--- config.mk ---
export PLATFORM = sky130hd
export DESIGN_NAME = alu_unsigned_seq_flat
export DESIGN_NICKNAME = d
export VERILOG_FILES = /design/src/rtl/alu_unsigned_seq_if.sv /design/src/rtl/alu_unsigned_seq.sv /design/src/flat_wrapper.sv
export SDC_FILE = /design/constraint.sdc
export NUM_CORES = 1
export LEC_CHECK = 0
export BUFFER_PORTS_ARGS = -buffer_cell sky130_fd_sc_hd__buf_2
export CORE_ASPECT_RATIO = 1.1
export CORE_MARGIN = 2
export CORE_UTILIZATION = 50
export CTS_CLUSTER_SIZE = 20
export DETAILED_ROUTE_END_ITERATION = 7
export GPL_ROUTABILITY_DRIVEN = 0
export GPL_TIMING_DRIVEN = 0
export PLACE_DENSITY_LB_ADDON = 0.08
export SLEW_MARGIN = 20
export SYNTH_ARGS = -nofsm -noshare
export SYNTH_HDL_FRONTEND = slang
export SYNTH_SLANG_ARGS = --single-unit
export TNS_END_PERCENT = 10
--- constraint.sdc ---
create_clock -name clk -period 2.6 [get_ports clk]
set_input_delay 0.39 -clock clk [delete_from_list [all_inputs] [get_ports clk]]
set_output_delay 0.39 -clock clk [all_outputs]
set_load 0.02 [all_outputs]
--- src/rtl/alu_unsigned_seq_if.sv ---
// Operation/result bundle for alu_unsigned_seq: valid/ready operand side plus result and flags.
// The master drives operands; the slave (the ALU) returns ready, result and flags.
interface alu_unsigned_seq_if #(
    parameter int WIDTH = 8
);
    logic                 in_valid;
    logic                 in_ready;
    logic [WIDTH-1:0]     u_a;
    logic [WIDTH-1:0]     u_b;
    logic [3:0]           op;
    logic                 out_valid;
    logic [2*WIDTH-1:0]   u_result;
    logic                 borrow;
    logic                 carry;
    logic                 div_by_zero;

    modport master (
        output in_valid, u_a, u_b, op,
        input  in_ready, out_valid, u_result, borrow, carry, div_by_zero
    );

    modport slave (
        input  in_valid, u_a, u_b, op,
        output in_ready, out_valid, u_result, borrow, carry, div_by_zero
    );
endinterface

--- src/rtl/alu_unsigned_seq.sv ---
// Unsigned ALU with valid/ready input; MUL (shift-add) and DIV (restoring) iterate WIDTH cycles.
// Define ALU_REMAINDER_EN to return the DIV remainder in the upper half of u_result.
//
// state | meaning
// IDLE  | ready; single-cycle ops and div-by-zero go straight to the result stage
// MUL   | shift-add multiply, one bit per clock
// DIV   | restoring divide, one quotient bit per clock
module alu_unsigned_seq #(
    parameter int WIDTH = 8,
    parameter int CNT_W = $clog2(WIDTH+1)
) (
    input logic               clk,
    input logic               reset,
    alu_unsigned_seq_if.slave bus
);
    localparam logic [3:0] OP_AND = 4'b0000;
    localparam logic [3:0] OP_OR  = 4'b0001;
    localparam logic [3:0] OP_XOR = 4'b0010;
    localparam logic [3:0] OP_NOT = 4'b0011;
    localparam logic [3:0] OP_EQ  = 4'b0100;
    localparam logic [3:0] OP_GT  = 4'b0101;
    localparam logic [3:0] OP_LT  = 4'b0110;
    localparam logic [3:0] OP_ADD = 4'b1000;
    localparam logic [3:0] OP_SUB = 4'b1001;
    localparam logic [3:0] OP_DIV = 4'b1010;
    localparam logic [3:0] OP_MUL = 4'b1011;

    typedef enum logic [1:0] {IDLE, MUL, DIV} state_t;

    state_t               state;
    state_t               state_nx;
    logic                 accept;
    logic                 pend;
    logic                 pend_nx;
    logic [CNT_W-1:0]     cnt;
    logic [WIDTH-1:0]     a_reg;
    logic [WIDTH-1:0]     b_reg;
    logic [3:0]           op_reg;
    logic [WIDTH-1:0]     hi;
    logic [WIDTH-1:0]     lo;
    logic [WIDTH:0]       mul_sum;
    logic [WIDTH:0]       div_sh;
    logic [WIDTH:0]       div_diff;
    logic [WIDTH:0]       add_full;
    logic [2*WIDTH-1:0]   res_nx;
    logic                 borrow_nx;
    logic                 carry_nx;
    logic                 dbz_nx;
    logic                 out_valid_q;
    logic [2*WIDTH-1:0]   result_q;
    logic                 borrow_q;
    logic                 carry_q;
    logic                 dbz_q;

    assign bus.in_ready    = (state == IDLE);
    assign bus.out_valid   = out_valid_q;
    assign bus.u_result    = result_q;
    assign bus.borrow      = borrow_q;
    assign bus.carry       = carry_q;
    assign bus.div_by_zero = dbz_q;

    always_ff @(posedge clk or posedge reset) begin
        if (reset) state <= IDLE;
        else       state <= state_nx;
    end

    // pend marks that the result stage writes u_result on the next edge.
    always_comb begin
        state_nx = state;
        pend_nx  = 1'b0;
        accept   = 1'b0;
        case (state)
            IDLE: begin
                accept = bus.in_valid;
                if (bus.in_valid) begin
                    if (bus.op == OP_MUL)
                        state_nx = MUL;
                    else if (bus.op == OP_DIV && bus.u_b != '0)
                        state_nx = DIV;
                    else
                        pend_nx = 1'b1;
                end
            end
            MUL, DIV: begin
                if (cnt == CNT_W'(1)) begin
                    state_nx = IDLE;
                    pend_nx  = 1'b1;
                end
            end
            default: state_nx = IDLE;
        endcase
    end

    assign mul_sum  = {1'b0, hi} + (lo[0] ? {1'b0, a_reg} : '0);
    assign div_sh   = {hi, lo[WIDTH-1]};
    assign div_diff = div_sh - {1'b0, b_reg};
    assign add_full = {1'b0, a_reg} + {1'b0, b_reg};

    always_comb begin
        res_nx    = '0;
        borrow_nx = 1'b0;
        carry_nx  = 1'b0;
        dbz_nx    = 1'b0;
        case (op_reg)
            OP_AND: res_nx[WIDTH-1:0] = a_reg & b_reg;
            OP_OR:  res_nx[WIDTH-1:0] = a_reg | b_reg;
            OP_XOR: res_nx[WIDTH-1:0] = a_reg ^ b_reg;
            OP_NOT: res_nx[WIDTH-1:0] = ~a_reg;
            OP_EQ:  res_nx[0] = (a_reg == b_reg);
            OP_GT:  res_nx[0] = (a_reg > b_reg);
            OP_LT:  res_nx[0] = (a_reg < b_reg);
            OP_ADD: begin
                res_nx[WIDTH:0] = add_full;
                carry_nx        = add_full[WIDTH];
            end
            OP_SUB: begin
                res_nx[WIDTH-1:0] = a_reg - b_reg;
                borrow_nx         = (a_reg < b_reg);
            end
            OP_MUL: res_nx = {hi, lo};
            OP_DIV: begin
                if (b_reg == '0) begin
                    res_nx[WIDTH-1:0] = '1;
                    dbz_nx            = 1'b1;
`ifdef ALU_REMAINDER_EN
                    res_nx[2*WIDTH-1:WIDTH] = a_reg;
`endif
                end else begin
                    res_nx[WIDTH-1:0] = lo;
`ifdef ALU_REMAINDER_EN
                    res_nx[2*WIDTH-1:WIDTH] = hi;
`endif
                end
            end
            default: res_nx = '0;
        endcase
    end

    // hi/lo hold {partial product, multiplier} for MUL and {partial remainder, quotient} for DIV.
    always_ff @(posedge clk or posedge reset) begin
        if (reset) begin
            a_reg       <= '0;
            b_reg       <= '0;
            op_reg      <= '0;
            hi          <= '0;
            lo          <= '0;
            cnt         <= '0;
            pend        <= 1'b0;
            out_valid_q <= 1'b0;
            result_q    <= '0;
            borrow_q    <= 1'b0;
            carry_q     <= 1'b0;
            dbz_q       <= 1'b0;
        end else begin
            if (accept) begin
                a_reg  <= bus.u_a;
                b_reg  <= bus.u_b;
                op_reg <= bus.op;
                hi     <= '0;
                lo     <= (bus.op == OP_MUL) ? bus.u_b : bus.u_a;
                cnt    <= CNT_W'(WIDTH);
            end else if (state == MUL) begin
                hi  <= mul_sum[WIDTH:1];
                lo  <= {mul_sum[0], lo[WIDTH-1:1]};
                cnt <= cnt - CNT_W'(1);
            end else if (state == DIV) begin
                hi  <= div_diff[WIDTH] ? div_sh[WIDTH-1:0] : div_diff[WIDTH-1:0];
                lo  <= {lo[WIDTH-2:0], ~div_diff[WIDTH]};
                cnt <= cnt - CNT_W'(1);
            end
            pend        <= pend_nx;
            out_valid_q <= pend;
            if (pend) begin
                result_q <= res_nx;
                borrow_q <= borrow_nx;
                carry_q  <= carry_nx;
                dbz_q    <= dbz_nx;
            end
        end
    end
endmodule

--- src/flat_wrapper.sv ---
// flat-port wrapper written by rule: the top's interface ports become plain ports
module alu_unsigned_seq_flat 
#(
    parameter int WIDTH = 8,
    parameter int CNT_W = $clog2(WIDTH+1)
)
  (clk, reset, bus_in_valid, bus_u_a, bus_u_b, bus_op, bus_in_ready, bus_out_valid, bus_u_result, bus_borrow, bus_carry, bus_div_by_zero);
  alu_unsigned_seq_if #(.WIDTH(WIDTH)) bus_i ();
  input logic clk;
  input logic reset;
  input wire logic [$bits(bus_i.in_valid)-1:0] bus_in_valid;
  input wire logic [$bits(bus_i.u_a)-1:0] bus_u_a;
  input wire logic [$bits(bus_i.u_b)-1:0] bus_u_b;
  input wire logic [$bits(bus_i.op)-1:0] bus_op;
  output wire logic [$bits(bus_i.in_ready)-1:0] bus_in_ready;
  output wire logic [$bits(bus_i.out_valid)-1:0] bus_out_valid;
  output wire logic [$bits(bus_i.u_result)-1:0] bus_u_result;
  output wire logic [$bits(bus_i.borrow)-1:0] bus_borrow;
  output wire logic [$bits(bus_i.carry)-1:0] bus_carry;
  output wire logic [$bits(bus_i.div_by_zero)-1:0] bus_div_by_zero;
  assign bus_i.in_valid = bus_in_valid;
  assign bus_i.u_a = bus_u_a;
  assign bus_i.u_b = bus_u_b;
  assign bus_i.op = bus_op;
  assign bus_in_ready = bus_i.in_ready;
  assign bus_out_valid = bus_i.out_valid;
  assign bus_u_result = bus_i.u_result;
  assign bus_borrow = bus_i.borrow;
  assign bus_carry = bus_i.carry;
  assign bus_div_by_zero = bus_i.div_by_zero;
  alu_unsigned_seq #(.WIDTH(WIDTH), .CNT_W(CNT_W)) u_core (.clk(clk), .reset(reset), .bus(bus_i));
endmodule
# Yosys cells after proc, flatten, opt, wreduce, memory -nomap -nowiden
# Cells that the tools add are included.
# totals
ff_bits,63
input_bits,23
output_inout_bits,21
word_cells,84
# op_classes
addsub,5
n_lt_le_gt_ge,2
n_eq_ne,19
n_mux,32
n_bitwise,5
reduce_logical,8
# ops
op,count
$mux 8,10
$pmux 7 s8,1
$eq 4x4->1 const B,6
$eq 4x3->1 const B,3
$mux 4,3
$pmux 1 s11,1
$add 8x8->9,1
$add 8x9->9,1
$mux 1,9
$sub 9x8->9,1
$and 8x8->8,1
$eq 4x1->1 const B,2
$eq 4x2->1 const B,2
$eq 8x8->1,1
$gt 8x8->1,1
$logic_not 8->1,1
$lt 8x8->1,1
$mux 2,4
$not 8->8,1
$or 8x8->8,1
$reduce_bool 8->1,1
$sub 8x8->8,1
$xor 8x8->8,1
$mux 7,1
other kinds (15),16

# Depth between registers and ports, before layout
# depth
depth_word,6
mapped_depth,11
depth_no_buf,10

# Worst setup path before layout
# Ideal clock, no wire load.
# synth_path
path_type,register to register
startpoint,register u_core.b_reg[0]
endpoint,register u_core.result_q[6] (netlist: u_core.bus.u_result[6])
setup_ns,0.119
t_arrival_ns,2.114
required_ns,2.481
path_slack_ns,0.367
stages_incl_launch_ff,9
path_buffers,0
period_less_slack_ns,2.233
path_cell_list,dfrtp_1 > ha_1 > fa_1 > o21bai_1 > a21oi_1 > o31ai_1 > xnor2_1 > a211o_1 > o21ba_2
# synth_via
elab_chain_len,3
elab_cells_between_ends,5
classes_between,2 x add/sub; 2 x mux; 1 x reduce/logical
# synth_rtl
item,line_no,source
start: declaration,alu_unsigned_seq.sv:37,logic [WIDTH-1:0] b_reg;
start signal: assignment,alu_unsigned_seq.sv:157,b_reg <= bus.u_b;
"parallel branches: the longest is 2 deep, another holds $sub 8x8->8",n/a,
$pmux 7 s8 (*),alu_unsigned_seq.sv:104,case (op_reg)
end signal: assignment,alu_unsigned_seq.sv:174,result_q <= res_nx;
end: declaration,alu_unsigned_seq.sv:50,logic [2*WIDTH-1:0] result_q;
# Every way passes the cells marked *.
# A chain may end at the register's enable or synchronous reset.

# Worst setup path after layout
# layout_path
startpoint,register u_core.a_reg[0]
endpoint,register u_core.result_q[6] (netlist: u_core.bus.u_result[6])
# layout_via
elab_chain_len,2
elab_cells_between_ends,3
classes_between,2 x add/sub; 1 x mux
# layout_rtl
item,line_no,source
start: declaration,alu_unsigned_seq.sv:36,logic [WIDTH-1:0] a_reg;
start signal: assignment,alu_unsigned_seq.sv:156,a_reg <= bus.u_a;
$sub 8x8->8 or $add 8x8->9 (tied branches),"alu_unsigned_seq.sv:117, alu_unsigned_seq.sv:97",
$pmux 7 s8 (*),alu_unsigned_seq.sv:104,
# Every way passes the cells marked *; elsewhere a longest branch is shown, timed or not.

==> impl_metrics.yaml <==
routing:
  wl_um: 14590
  routed_via_count: 4580
  first_pass_iters: 5
  vias_per_cell: 6.107
  detailedRoute.firstIterationViolations: 277
  routedWlPerCell_um: 19.45
  drtAntennaViolNets: 0
  drt_drc_violations_left: 0
synthesis:
  synth_xor_area_share_pct: 2.957
  synth_top_cells_by_area: "dfrtp_1, ha_1, mux2i_1"
  synthesis.area_um2: 5036
  combinational_family_with_the_most_area_after_synthesis: "compound AO/OA/AOI/OAI gates"
  async_reset_ff_share_pct: 100.0
  yosys.area_share.simple_pct: 16.52
  yosys_warnings: 0
  synth_cells: 572
  synth_cell_type_count: 71
  syn-mean-instance-area_um2: 8.804
  synth_top_cell_by_area: "dfrtp_1"
  synth_ff_type: "dfrtp_1"
  synth.net_count: 644
  synth-compound-area-share_pct: 21.19
  post_synthesis_adder_cell_area_fraction_pct: 12.77
  synth-edff-count: 0
  synth_seq_area_share_pct: 31.30
  synth.mux.area_fraction_pct: 8.323
  synth_top_cell_area_share_pct: 31.30
  ys_seq_elements: 63
setup_path:
  worst-endpoint-arrival_ns: 2.77
  worst_setup_path_end_kind: "register"
  worst-r2r-setup-slack_ns: 0.08
  path_max_fanout: 4
  worst_path_max_delay_cell: "fa_1"
  crit_type: "reg2reg"
  data_required_time_of_the_critical_path_ns: 2.85
  setup.worst_path.start_class: "register"
  critical_path_cell_sequence: "inv_1 -> ha_1 -> fa_1 -> o21bai_1 -> a21oi_1 -> o31ai_2 -> xnor2_1 -> a211o_1 -> o21ba_2"
  worst_path_largest_cell_delay_ns: 0.45
  worst-r2r-cell-count: 9
timing:
  period_needed_ns: 2.522
  timing.final.crit_share_pct: 97.00
  finalMaxSlewViolations: 0
  final_setup_margin_ns: 0.07803
  rsz0062_at_grt: "true"
  finalClockSkew_ns: 0.01405
  slew_worst_pin_ns: 0.6396
  hold_violations: 0
  setup_viol_count_final: 0
  timing.max_slew.rel_slack_pct: 57.36
  fmaxAchievable_mhz: 396.5
floorplan:
  initial_core_util_pct: 51.17
  die-height_um: 109.3
  io_pins: 44
  die_area_um2: 10890
  die-width_um: 99.69
  coreArea_um2: 9842
  placement_rows: 38
grt:
  antenna_found_initial: 0
  grt_remaining_overflow: 0
  grt_start_max_net_pins: 50
  number_of_global_route_vias_before_repair: 4432
  global_route_wire_length_before_repair_um: 23120
  gr-usage-all-layers_pct: 27.99
finish:
  layout_cells_sized_above_1_pct: 15.40
  layoutNonFillerInstCount: 750
  synthesis_to_finish_area_growth_pct: 11.58
  final_cell_area_um2: 5619
  antennaDiodeCount: 0
  final_nets: 699
  largest_register_ff_count: 16
worst_hold_path:
  classification_of_the_worst_slack_hold_path: "in2reg"
  min_path_cells: 3
clock_tree:
  numClockSinks: 63
  tritoncts.num_buffers: 9
  path_clk_slew_ns: 0.07
  postCtsSetupBuffers: 0
  clk_root_buffer_cell: "clkbuf_8"
  htree_num_levels: 3
  clock_insertion_delay_worst_skew_ns: 0.36
  cts.path.max_buffers: 2
  cts_tree: "done"
placement:
  detailed_place_hpwl_um: 11420
  dpl-instance-area_um2: 5431
  placed_cells_incl_taps: 736
  place.port_buffers: 43
  dp_worst_setup_slack_ns: -0.01883
power_and_ir_drop:
  cellPowerDensity_nw_per_um2: 1347
  peakVddDrop_mv: 0.5292
  leakage_nw: 2.579
run_status:
  outcome: "finished clean"
flow_run:
  cap_viol_max_count: 0
-- critical path, delay by kind of cell, from the launching register on --
family,cells,cell delay [ns]
AO/OA/AOI/OAI,5,1.12
XOR/XNOR,1,0.09
buffers and inverters,1,0.11
adder cells (fa/ha/maj),2,0.68
flip-flops,1,0.43
-- cells in the mapped netlist, drive strengths merged (3+ instances only) --
| library cell | number |
|---|---|
| a31oi | 5 |
| and3 | 3 |
| o21a | 5 |
| nand4 | 4 |
| nor2 | 31 |
| o21bai | 3 |
| inv | 48 |
| or4 | 3 |
| mux4 | 6 |
| nor4 | 5 |
| o2bb2ai | 3 |
| a22oi | 4 |
| o21ai | 49 |
| nand2 | 64 |
| ha | 45 |
| mux2i | 25 |
| nor2b | 7 |
| mux2 | 3 |
| nor3b | 3 |
| dfrtp | 63 |
| buf | 11 |
| o31ai | 4 |
| nor4b | 3 |
| fa | 4 |
| a21oi | 30 |
| and2 | 9 |
| a21o | 4 |
| o211ai | 13 |
| nand2b | 3 |
| o41ai | 4 |
| xnor2 | 13 |
| nor3 | 10 |
| nand3 | 11 |
| o22ai | 7 |
| a22o | 9 |
| clkbuf | 22 |
| a211oi | 5 |
| xor2 | 4 |
-- metal layers --
layer	vias up	GRT usage [%]	wire (um)
met5	-	0	0
met4	0	14.58	580
met3	48	3.846	677
met2	155	46.53	7085
met1	2220	35.62	6243
li1	2157	-	-
-- where the power goes --
part | leakage, nW | switching (mW) | internal (mW)
registers | 0.797 | 0.473 | 1.35
clock network | 0.0854 | 0.396 | 0.387
logic | 1.70 | 2.92 | 2.04
total | 2.58 | 3.79 | 3.78
-- cell families after synthesis --
logic type,after synthesis
and+or+nand+nor,165
AOI/OAI and AO/OA,162
buffers and inverters,82
DFF,63
adders and majority gates,49
muxes,34
xor gates and xnor gates,17
-- layout by cell type (no fill, tap or decap), types with 4 or more instances in the layout --
cell type and n:
mux2i_1 25, a211oi_1 4, dfrtp_1 61, a31oi_1 5
o22ai_1 7, xor2_1 4, ha_1 45, buf_2 48
and2_1 9, a21oi_1 28, mux4_2 6, xnor2_1 13
nor2b_1 7, clkbuf_1 22, o211ai_1 13, o21a_1 5
nor2_1 31, nor4_1 5, nand4_1 4, nand3_1 9
nand2_1 63, o21ai_0 47, nor3_1 10, a22o_1 9
inv_1 45, fa_1 4, a22oi_1 4, buf_6 4
clkbuf_8 11
-- per-stage QoR --
step	setup TNS [ns]	hold slack, ns	util, %	total power, mW
floorplan	0	0.3652	-	5.402
CTS	0	0.2481	57.00	7.491
global placement	-14.29	0.4248	54.88	6.536
detailed placement	-0.01883	0.3357	55.19	6.671
finish	0	0.2585	57.09	7.567
global route	-0.02055	0.2770	57.09	8.182
-- worst paths after layout --
check	startpoint	to
max	u_core.a_reg[0]	u_core.bus.u_result[6]
min	bus_u_a[0]	u_core.a_reg[0]
max reg2reg	u_core.a_reg[0]	u_core.bus.u_result[6]
min reg2reg	u_core.pend	u_core.bus.out_valid
max in group asynchronous	reset	u_core.b_reg[0]
min in group asynchronous	reset	u_core.bus.u_result[7]
-- final cells by class --
| type | count | area, um^2 |
|---|---|---|
| Multi-Input combinational cell | 427 | 3126 |
| Inverter | 49 | 186.4 |
| Tap cell | 120 | 150.1 |
| Buffer | 32 | 161.4 |
| Timing Repair Buffer | 45 | 252.7 |
| Sequential cell | 63 | 1579 |
| Fill cell | 936 | 4223 |
| Clock buffer | 13 | 158.9 |
| Clock inverter | 1 | 5.005 |
-- repair_timing --
| action | CTS | global route |
|---|---|---|
| pin swaps | 0 | 3 |
| hold endpoints to repair | 14 | 0 |
| gates resized for setup | 1 | 4 |
| setup endpoints to repair | 1 | 6 |
| hold buffers | 1 | 0 |
(Power assumes the default switching activity.)
